### src/rtl/mem_arbiter.sv
// mem_arbiter: shares a single-port RAM between the CPU port and an external
// loader/DMA port. One grant per clock, combinational arbitration, 1-cycle read
// valid strobe back to the winner.
// Optional feature: define MEM_ARB_ROUND_ROBIN_EN for alternating (round-robin)
// resolution of unlocked conflicts; default build uses fixed CPU priority.
module mem_arbiter #(
  parameter int unsigned word_size = 8,
  parameter int unsigned addr_size = 8,
  parameter int unsigned max_burst = 4
) (
  input  logic                 clk,
  input  logic                 rst,
  // CPU port
  input  logic                 cpu_req,
  input  logic                 cpu_we,
  input  logic [addr_size-1:0] cpu_addr,
  input  logic [word_size-1:0] cpu_wdata,
  output logic                 cpu_gnt,
  output logic                 cpu_rvalid,
  output logic [word_size-1:0] cpu_rdata,
  // External loader port
  input  logic                 ext_req,
  input  logic                 ext_we,
  input  logic [addr_size-1:0] ext_addr,
  input  logic [word_size-1:0] ext_wdata,
  input  logic                 ext_lock,
  output logic                 ext_gnt,
  output logic                 ext_rvalid,
  output logic [word_size-1:0] ext_rdata,
  // RAM side
  output logic                 mem_en,
  output logic                 mem_we,
  output logic [addr_size-1:0] mem_addr,
  output logic [word_size-1:0] mem_wdata,
  input  logic [word_size-1:0] mem_rdata
);

  typedef enum logic [1:0] {
    StIdle = 2'd0,
    StCpu  = 2'd1,
    StExt  = 2'd2
  } owner_e;

  localparam logic [3:0] MaxBurst = 4'(max_burst);
  localparam logic       WinCpu   = 1'b0;
  localparam logic       WinExt   = 1'b1;

  owner_e     owner_q, owner_d;
  logic       last_win_q, last_win_d;
  logic [3:0] burst_cnt_q, burst_cnt_d;
  logic       cpu_rvalid_q, cpu_rvalid_d;
  logic       ext_rvalid_q, ext_rvalid_d;
  logic       burst_ok;

  assign burst_ok = (owner_q == StExt) && ext_lock && (burst_cnt_q < MaxBurst);

  // Pick the winner for this cycle; nothing is granted while reset is held.
  always_comb begin
    cpu_gnt = 1'b0;
    ext_gnt = 1'b0;
    if (!rst) begin
      if (cpu_req && ext_req) begin
        if (burst_ok) begin
          ext_gnt = 1'b1;
        end else begin
`ifdef MEM_ARB_ROUND_ROBIN_EN
          // Alternate: serve whoever did not win last time.
          if (last_win_q == WinExt) begin
            cpu_gnt = 1'b1;
          end else begin
            ext_gnt = 1'b1;
          end
`else
          cpu_gnt = 1'b1;
`endif
        end
      end else if (cpu_req) begin
        cpu_gnt = 1'b1;
      end else if (ext_req) begin
        ext_gnt = 1'b1;
      end
    end
  end

  // Steer the winner's request onto the RAM; all zero when idle.
  always_comb begin
    mem_en    = cpu_gnt | ext_gnt;
    mem_we    = 1'b0;
    mem_addr  = '0;
    mem_wdata = '0;
    if (cpu_gnt) begin
      mem_we    = cpu_we;
      mem_addr  = cpu_addr;
      mem_wdata = cpu_wdata;
    end else if (ext_gnt) begin
      mem_we    = ext_we;
      mem_addr  = ext_addr;
      mem_wdata = ext_wdata;
    end
  end

  // Next owner, last winner, burst counter and read-valid strobes.
  always_comb begin
    owner_d      = StIdle;
    last_win_d   = last_win_q;
    burst_cnt_d  = burst_cnt_q;
    cpu_rvalid_d = cpu_gnt & ~cpu_we;
    ext_rvalid_d = ext_gnt & ~ext_we;

    if (cpu_gnt) begin
      owner_d    = StCpu;
      last_win_d = WinCpu;
    end else if (ext_gnt) begin
      owner_d    = StExt;
      last_win_d = WinExt;
    end

    // Counts only ext grants that held off a waiting CPU; saturates at the limit.
    if (cpu_gnt || !ext_req) begin
      burst_cnt_d = '0;
    end else if (ext_gnt && cpu_req && (burst_cnt_q < MaxBurst)) begin
      burst_cnt_d = burst_cnt_q + 4'd1;
    end
  end

  // State registers; last_win resets to EXT so the first conflict goes to the CPU.
  always_ff @(posedge clk or posedge rst) begin
    if (rst) begin
      owner_q      <= StIdle;
      last_win_q   <= WinExt;
      burst_cnt_q  <= '0;
      cpu_rvalid_q <= 1'b0;
      ext_rvalid_q <= 1'b0;
    end else begin
      owner_q      <= owner_d;
      last_win_q   <= last_win_d;
      burst_cnt_q  <= burst_cnt_d;
      cpu_rvalid_q <= cpu_rvalid_d;
      ext_rvalid_q <= ext_rvalid_d;
    end
  end

  // Mask strobes with reset so a pending read valid never escapes a reset.
  assign cpu_rvalid = cpu_rvalid_q & ~rst;
  assign ext_rvalid = ext_rvalid_q & ~rst;
  assign cpu_rdata  = mem_rdata;
  assign ext_rdata  = mem_rdata;

endmodule

### config.mk
export PLATFORM = sky130hd
export DESIGN_NAME = mem_arbiter
export DESIGN_NICKNAME = d
export VERILOG_FILES = /design/src/rtl/mem_arbiter.sv
export SDC_FILE = /design/constraint.sdc
export NUM_CORES = 1
export LEC_CHECK = 0
export CAP_MARGIN = 5
export CORE_MARGIN = 4
export CORE_UTILIZATION = 34
export CTS_BUF_LIST = sky130_fd_sc_hd__clkbuf_2
export CTS_CLUSTER_DIAMETER = 100
export DETAILED_ROUTE_END_ITERATION = 6
export PLACE_DENSITY = 0.87
export SLEW_MARGIN = 0
export SYNTH_ARGS = -nofsm -noshare
export SYNTH_HDL_FRONTEND = slang
export SYNTH_SLANG_ARGS = --single-unit
### constraint.sdc
create_clock -name clk -period 2.4 [get_ports clk]
set_input_delay 0.48 -clock clk [delete_from_list [all_inputs] [get_ports clk]]
set_output_delay 0.48 -clock clk [all_outputs]
set_load 0.05 [all_outputs]
==> flow_summary.json <==
{
  "cp-start-kind": "primary input",
  "drtIter0Drc": 21,
  "worst_pin_slew_ns": 0.355,
  "seq_area_um2": 200,
  "layout_min_cycle_time_ns": 2.34,
  "cts_root_buffer": "clkbuf_2",
  "overflow": 0,
  "remaining_drc_errors": 0,
  "die_w_um": 60.0,
  "wl_um": 3300,
  "synth_area_um2": 921,
  "rows": 18,
  "track_usage_pct": 18.4,
  "slew_viol_final": 0,
  "r2r_cells": 4,
  "irDropWorstVdd_mv": 0.230,
  "ys_ff_latch": 8,
  "dpl_cell_area_um2": 1500,
  "area_growth_pct": 95.2,
  "synthArstFlopShare_pct": 100,
  "fillCellCount": 182,
  "grt_pass1_vias": 1106,
  "core-area_um2": 2520,
  "grt_first_pass_wirelength_um": 4970,
  "cts-htree-levels": 1,
  "synth_cells": 112,
  "synth.yosys.seq_area_share_pct": 21.7,
  "synthFlopType": "dfrtp_1",
  "cp_slowest_stage_delay_ns": 0.50,
  "cellLeakagePower_nw": 0.784,
  "multiInputGateArea_um2": 671,
  "fin_crit_sh_pct": 97.7,
  "avgViaCountPerCell": 5.23,
  "crit_arrival_ns": 1.86,
  "port_buffers": 60,
  "drive_gt1_share_pct": 36.8,
  "avgSynthCellArea_um2": 8.22,
  "synth-edff-count": 0,
  "cts.sinks": 8,
  "dieArea_um2": 3610,
  "p_per_area_nw_per_um2": 318,
  "path_max_fanout": 6,
  "cp_cell_sequence": "clkdlybuf4s50_1 -> a21bo_4 -> buf_8 -> o32ai_4 -> buf_6",
  "crit_required_ns": 1.92,
  "insertion_delay_ns": 0.22,
  "wire_per_inst_um": 17.1,
  "syn_nets": 160,
  "relSlewSlack_pct": 76.3,
  "ys_types": 24,
  "hp-class": "in -> async",
  "cp_top_family": "buffers and inverters",
  "dpl.hpwl_um": 2430,
  "numCtsBuffers": 3,
  "worst-path-stages": 5,
  "final_design_area_no_fill_um2": 1800,
  "timing.fmax_ghz": 0.426,
  "yosysWarnings": 0,
  "via_count": 1010,
  "rsz0062_at_grt": "no",
  "drt_pass1_iterations": 4,
  "setup_viol": 0,
  "post_cts_buffers": 0,
  "clk_path_buf_depth": 2,
  "critPathSlowestCell": "clkdlybuf4s50_1",
  "start_util_pct": 36.5,
  "power_mw": 0.572,
  "final_hold_viol_count": 0,
  "fp.dieH_um": 60.0,
  "grt_max_degree": 24,
  "place_congestion": 0.852,
  "endpoint_kind": "output pin",
  "finClkSkew_ns": 0.00112,
  "cts_tree": "done",
  "maxCapViolCount": 0,
  "run_status": "complete, no violations",
  "ios": 85,
  "finalNetCount": 213,
  "clk_pin_slew_ns": 0.08,
  "critPathBufInv": 3,
  "n_antenna_cell": 0,
  "antenna_found_initial": 0,
  "crit_type": "in -> out",
  "detail-route-antenna-nets": 0
}
## final timing paths
kind	to	start	slack (ns)
worst min-delay path	owner_q[0]	rst	0.55
worst min register to register	burst_cnt_q[1]	burst_cnt_q[1]	0.55
min in group clk	burst_cnt_q[1]	burst_cnt_q[1]	0.55
max in group asynchronous	burst_cnt_q[3]	rst	1.55
worst max-delay path	mem_addr[6]	cpu_req	0.06
worst max register to register	burst_cnt_q[1]	burst_cnt_q[0]	0.93
## cell type report
| type | count | share of cell area (%) |
|---|---|---|
| clock buffer | 3 | 0.835 |
| multi-input combinational | 61 | 37.3 |
| timing repair buffer | 72 | 44.7 |
| inverter | 19 | 3.97 |
| sequential | 8 | 11.1 |
| tap | 30 | 2.09 |
## cells in the final DEF, fill, tap and decap left out, types with 2 or more instances in the layout
cell type,n
a21boi_1,2
and3_1,2
buf_12,7
buf_4,7
buf_6,19
clkbuf_2,3
clkdlybuf4s50_1,36
dfrtp_1,8
inv_1,18
nand2_1,19
nor2_1,5
nor2b_1,2
o32ai_2,5
o32ai_4,11
or4_1,2
## worst reg2reg max path, delay by kind of cell, from the launching register on
family / cells / cell delay [ns]
AND/OR/NAND/NOR: 1 / 0.49
flip-flops: 1 / 0.41
adder cells (fa/ha/maj): 1 / 0.29
AO/OA/AOI/OAI: 1 / 0.17
buffers and inverters: 1 / 0.03
## cells by family after synthesis
group                      after synthesis  synth area share, %
adders and majority gates                1                 1.36
AOI/OAI and AO/OA                       23                 29.3
and+or+nand+nor                         37                 20.8
DFF                                      8                 21.7
buffers and inverters                   43                 26.8
## report_power, final
group | leakage (nW) | switching [mW] | total (mW) | internal [mW]
sequential | 0.109 | 0.00150 | 0.139 | 0.138
combinational | 0.662 | 0.185 | 0.354 | 0.168
clock | 0.0125 | 0.0446 | 0.0788 | 0.0342
## flip-flops by register name, summed over array words and instances, names as in the netlist
register / cells
burst_cnt_q: 4
cpu_rvalid_q: 1
ext_rvalid_q: 1
owner_q: 2
## metrics by stage
stage	setup WS, ns	hold slack [ns]	instances	TNS [ns]	utilization, %
floorplan	-0.283	0.500	112	-1.98	-
global placement	-0.0460	0.514	189	-0.386	59.6
detailed placement	-0.166	0.538	189	-1.24	59.6
CTS	0.00310	0.547	193	0	70.0
global route	0.0145	0.560	193	0	71.3
finish	0.0552	0.549	193	0	71.3
## repair_timing
item / in CTS / in global routing
hold buffers: 0 / 0
cloned: 1 / 0
setup endpoints to repair: 17 / 18
pin swaps: 3 / 3
resized for setup: 42 / 6
## Yosys cell counts (all sizes together) (2+ instances only)
| cell type | number | area, um2 |
|---|---|---|
| nor2b | 4 | 25.0 |
| nor2 | 5 | 18.8 |
| buf | 21 | 164 |
| or4 | 2 | 15.0 |
| clkbuf | 3 | 11.3 |
| inv | 18 | 67.6 |
| a21oi | 2 | 10.0 |
| nand2 | 19 | 71.3 |
| and3 | 2 | 12.5 |
| o32ai | 17 | 224 |
| dfrtp | 8 | 200 |
| a21boi | 2 | 15.0 |
## layer usage
metal	vias to the layer above	share of wire (%)	track usage (%)
met4	0	3.5	9.81
met1	467	32	18.3
li1	470	-	-
met3	20	8.5	2.81
met2	53	56	35.8
met5	-	0	0
(Power assumes the default switching activity.)
==> RTL change 1 (config.mk and constraints unchanged) <==
The parameter `addr_size` goes from 8 to 16.
--- a/src/rtl/mem_arbiter.sv
+++ b/src/rtl/mem_arbiter.sv
@@ -6,5 +6,5 @@
 module mem_arbiter #(
   parameter int unsigned word_size = 8,
-  parameter int unsigned addr_size = 8,
+  parameter int unsigned addr_size = 16,
   parameter int unsigned max_burst = 4
 ) (
Ports: changed (resized cpu_addr, ext_addr and mem_addr); port bits go from 85 to 109. The function was not compared with the original's and may differ.
==> RTL change 1 against the original RTL <==
- synthesized cell count is 24% higher
- worst hold slack worse by 0.16 ns
- die area is 23% higher
- routed wire length is 25% higher
- utilization is 4.1 points higher
- clock power is 1% higher
- maximum frequency is 0.39% lower
- power is 30% higher
- critical path type unchanged
- setup slack worse by 0.0092 ns
- synthesized area is 27% higher
- cell area is 40% higher
- first-iteration DRC count grew to 4.0 times the old value
- sequential cell count stayed put
- critical endpoint is now mem_wdata[5]
==> RTL change 1: results (changes against the original RTL) <==
stage	metric	value	unit	change
placed_design	place.detailed.hpwl	2850	µm	was 2430 µm
drt	drt_first_iter_violations	84		was 21
placed_design	finalWeightedCongestion	0.695		was 0.852
sta	fin_hold_ws	0.389	ns	was 0.549 ns
global_route	grt_use_met2	0.339		was 0.358
yosys	yosysUniqueCellTypes	25		was 24
global_route	first_global_vias	1368		was 1106
drt	post_drt_via_cell_ratio	4.90		was 5.23
finish	drive_gt1_frac	0.381		was 0.368
drt	drt_first_pass_iters	5		was 4
placed_design	placement.cell_area	2020	µm²	was 1500 µm²
setup_path	critical_path.max_fanout	7		was 6
pwr	ir_drop	152	µV	was 230 µV
yosys	mappedNetlistNets	203		was 160
setup_path	timing.critical_path.slowest_cell_delay	0.24	ns	was 0.50 ns
yosys	synth_top_cells_by_area	o32ai_2 (28%), dfrtp_1 (17%), buf_4 (12%), nand2_1 (8.6%), inv_1 (8.3%)		was dfrtp_1 (22%), o32ai_2 (18%), buf_4 (13%), nand2_1 (7.7%), inv_1 (7.3%)
setup_path	reg2reg_setup_slack	0.99	ns	was 0.93 ns
global_route	grt_first_pass_wirelength	6250	µm	was 4970 µm
finish	fill_cells	214		was 182
yosys	post_synth_fa_ha_maj_area_fraction	0.0107		was 0.0136
pwr	power.share.switching	0.421		was 0.405
yosys	synth_compound_area_frac	0.364		was 0.293
sta	worst_slew_margin_rel	0.736		was 0.763
drt	routed_wire_per_std_cell	15.6	µm	was 17.1 µm
status	outcome	complete, no violations		unchanged
global_route	globalRouteTotalUtil	0.184		about the same
RTL change 1: area by class of cell:
| cell class | instances | share of cell area |
|---|---|---|
| multi-input combinational | 77 | 0.374 |
| tap | 46 | 0.0229 |
| sequential | 8 | 0.0796 |
| timing repair buffer | 103 | 0.477 |
| clock buffer | 3 | 0.00597 |
| inverter | 27 | 0.0403 |
RTL change 1: repair_timing:
item,in CTS,in global routing
hold buffers,0,0
pin swaps,1,0
resized for setup,56,7
setup endpoints to repair,26,26
gates cloned,2,0
buffers inserted,2,0
RTL change 1: layer usage:
metal,part of all wire,up-vias
met5,0,-
met4,0.020,0
met3,0.087,10
met2,0.58,66
met1,0.32,590
li1,-,628
RTL change 1: per-stage QoR:
stage                     total power, µW  cells
final                                 741    264
after global routing                  772    264
after CTS                             727    264
after detailed placement              552    257
after global placement                546    257
after floorplan                       439    139
RTL change 1: worst min-delay path: stages:
cell	delay, ns
dlymetal6s2s_1	0.20
clkinv_1	0.11
buf_12	0.19
RTL change 1: power groups by stage:
| stage | clock, µW | combinational [µW] | sequential (µW) |
|---|---|---|---|
| final | 79.6 | 523 | 139 |
| after global routing | 86.0 | 547 | 139 |
| after CTS | 80.0 | 509 | 139 |
| after detailed placement | 0 | 411 | 141 |
| after global placement | 0 | 405 | 141 |
| after floorplan | 0 | 298 | 141 |
RTL change 1: how the worst max path moves through the flow:
stage / start / to / slack (ns) / cells past startpoint
floorplan: ext_lock / mem_addr[12] / -0.28 / 4
global placement: ext_req / mem_addr[15] / -0.06 / 6
detailed placement: ext_req / mem_we / -0.14 / 6
CTS: cpu_req / mem_addr[7] / 0.007 / 6
global route: ext_lock / mem_wdata[5] / 0.007 / 7
finish: ext_lock / mem_wdata[5] / 0.05 / 7
==> RTL change 2 (same flow settings) <==
Made on the original files. Make the reset (`rst`) synchronous in one clocked block.
--- a/src/rtl/mem_arbiter.sv
+++ b/src/rtl/mem_arbiter.sv
@@ -125,5 +125,5 @@
 
   // State registers; last_win resets to EXT so the first conflict goes to the CPU.
-  always_ff @(posedge clk or posedge rst) begin
+  always_ff @(posedge clk) begin
     if (rst) begin
       owner_q      <= StIdle;
Behaviour: no difference found for any inputs over 10 cycles, from zero or initial values and one cycle with rst high; that may be too few to reach the edited logic, so the function may still have changed.
==> RTL change 2 against the original RTL <==
- critical path depth is 4 higher
- global-route usage is 7.2 points higher
- clock skew is 0.013 ns higher
- sequential cell count stayed put
- setup slack worse by 0.053 ns
- utilization is 18 points higher
- synthesized area is 8.7% lower
- combinational power is 20% higher
- power is 13% higher
- maximum frequency is 2.2% lower
- register-to-register slack better by 0.11 ns
- cell area is 12% higher
- routed wire length is 28% higher
- critical path type unchanged
- critical endpoint is now mem_addr[7]
==> RTL change 2: results (changes against the original RTL) <==
stage	metric	value	unit	change
yosys	yosys-top-cells-count	inv_1 (18), nand2b_1 (18), buf_4 (17), o32ai_1 (16), dfxtp_1 (8)		was nand2_1 (19), inv_1 (18), buf_4 (16), o32ai_2 (10), dfrtp_1 (8)
global_route	first_global_vias	1269		was 1106
setup_path	timing.critical_path.slowest_cell_delay	0.29	ns	was 0.50 ns
setup_path	worstRegToRegCells	6		was 4
clocking	worst_skew_pair.late_latency	0.25	ns	was 0.22 ns
setup_path	critical_path.reg2reg.endpoint	burst_cnt_q[2]$_SDFFE_PP0P_		was burst_cnt_q[1]$_DFFE_PP0P_
yosys	post_synth.cell_area_avg	7.57	µm²	was 8.22 µm²
global_route	grt_first_pass_wirelength	6440	µm	was 4970 µm
finish	seqCellArea	160	µm²	was 200 µm²
min_path	hold_class	reg -> reg		was in -> async
setup_path	timing.critical_path.slowest_stage_cell	dlygate4sd2_1		was clkdlybuf4s50_1
placed_design	placed_cells_incl_taps	201		was 189
global_route	grt_start_max_net_pins	42		was 24
setup_path	timing.rr.start	burst_cnt_q[2]$_SDFFE_PP0P_		was burst_cnt_q[0]$_DFFE_PP0P_
sta	fin_hold_ws	0.512	ns	was 0.549 ns
sta	timing.final.crit_share	0.999		was 0.977
yosys	mappedNetlistNets	159		was 160
pwr	ir_drop	270	µV	was 230 µV
status	outcome	complete, no violations		unchanged
finish	fill_cells	95		was 182
yosys	synth_top_cells_by_area	dfxtp_1 (19%), o32ai_1 (17%), buf_4 (15%), nand2b_1 (13%), inv_1 (8.0%)		was dfrtp_1 (22%), o32ai_2 (18%), buf_4 (13%), nand2_1 (7.7%), inv_1 (7.3%)
setup_path	reg2reg_setup_slack	1.04	ns	was 0.93 ns
placed_design	place.detailed.hpwl	2610	µm	was 2430 µm
yosys	yosysUniqueCellTypes	22		was 24
pwr	cellLeakagePower	0.000849	µW	was 0.000784 µW
yosys	post_synth_fa_ha_maj_area_fraction	0.0149		was 0.0136
yosys	ys_seq_area_frac	0.190		was 0.217
finish	final_cells	209		was 193
yosys	synth_flop_cell	dfxtp_1		was dfrtp_1
placed_design	finalWeightedCongestion	0.851		was 0.852
placed_design	pre_cts_slack	-0.292	ns	was -0.166 ns
yosys	synth_compound_area_frac	0.247		was 0.293
[RTL change 2: changes by cell type after synthesis, sizes merged, moves of 3 or more]
cell	unedited run	this run
nand2b	1	18
dfrtp	8	0
nand2	19	2
nor3	1	4
dfxtp	0	8
[RTL change 2: final cells by class]
cell class                      instances  area share
Timing Repair Buffer                   90       0.564
Multi-Input combinational cell         61       0.297
Sequential cell                         8      0.0792
Inverter                               19      0.0353
Tap cell                               28      0.0173
Clock buffer                            3     0.00743
[RTL change 2: repair_timing]
| item | in CTS | in global routing |
|---|---|---|
| endpoints found under the setup margin | 17 | 0 |
| endpoints found under the hold margin | 0 | 0 |
| resized for setup | 26 | 0 |
| buffers inserted | 3 | 0 |
[RTL change 2: metal layers]
layer  vias up  share of wire  GRT usage
li1        507              -          -
met1       521           0.35      0.242
met2        60           0.55      0.508
met3        19          0.053     0.0535
met4         0          0.049      0.132
met5         -              0          0
[RTL change 2: power breakdown]
part,internal [µW],switching [µW]
clock network,34.1,52.5
registers,136,0.930
logic,229,196
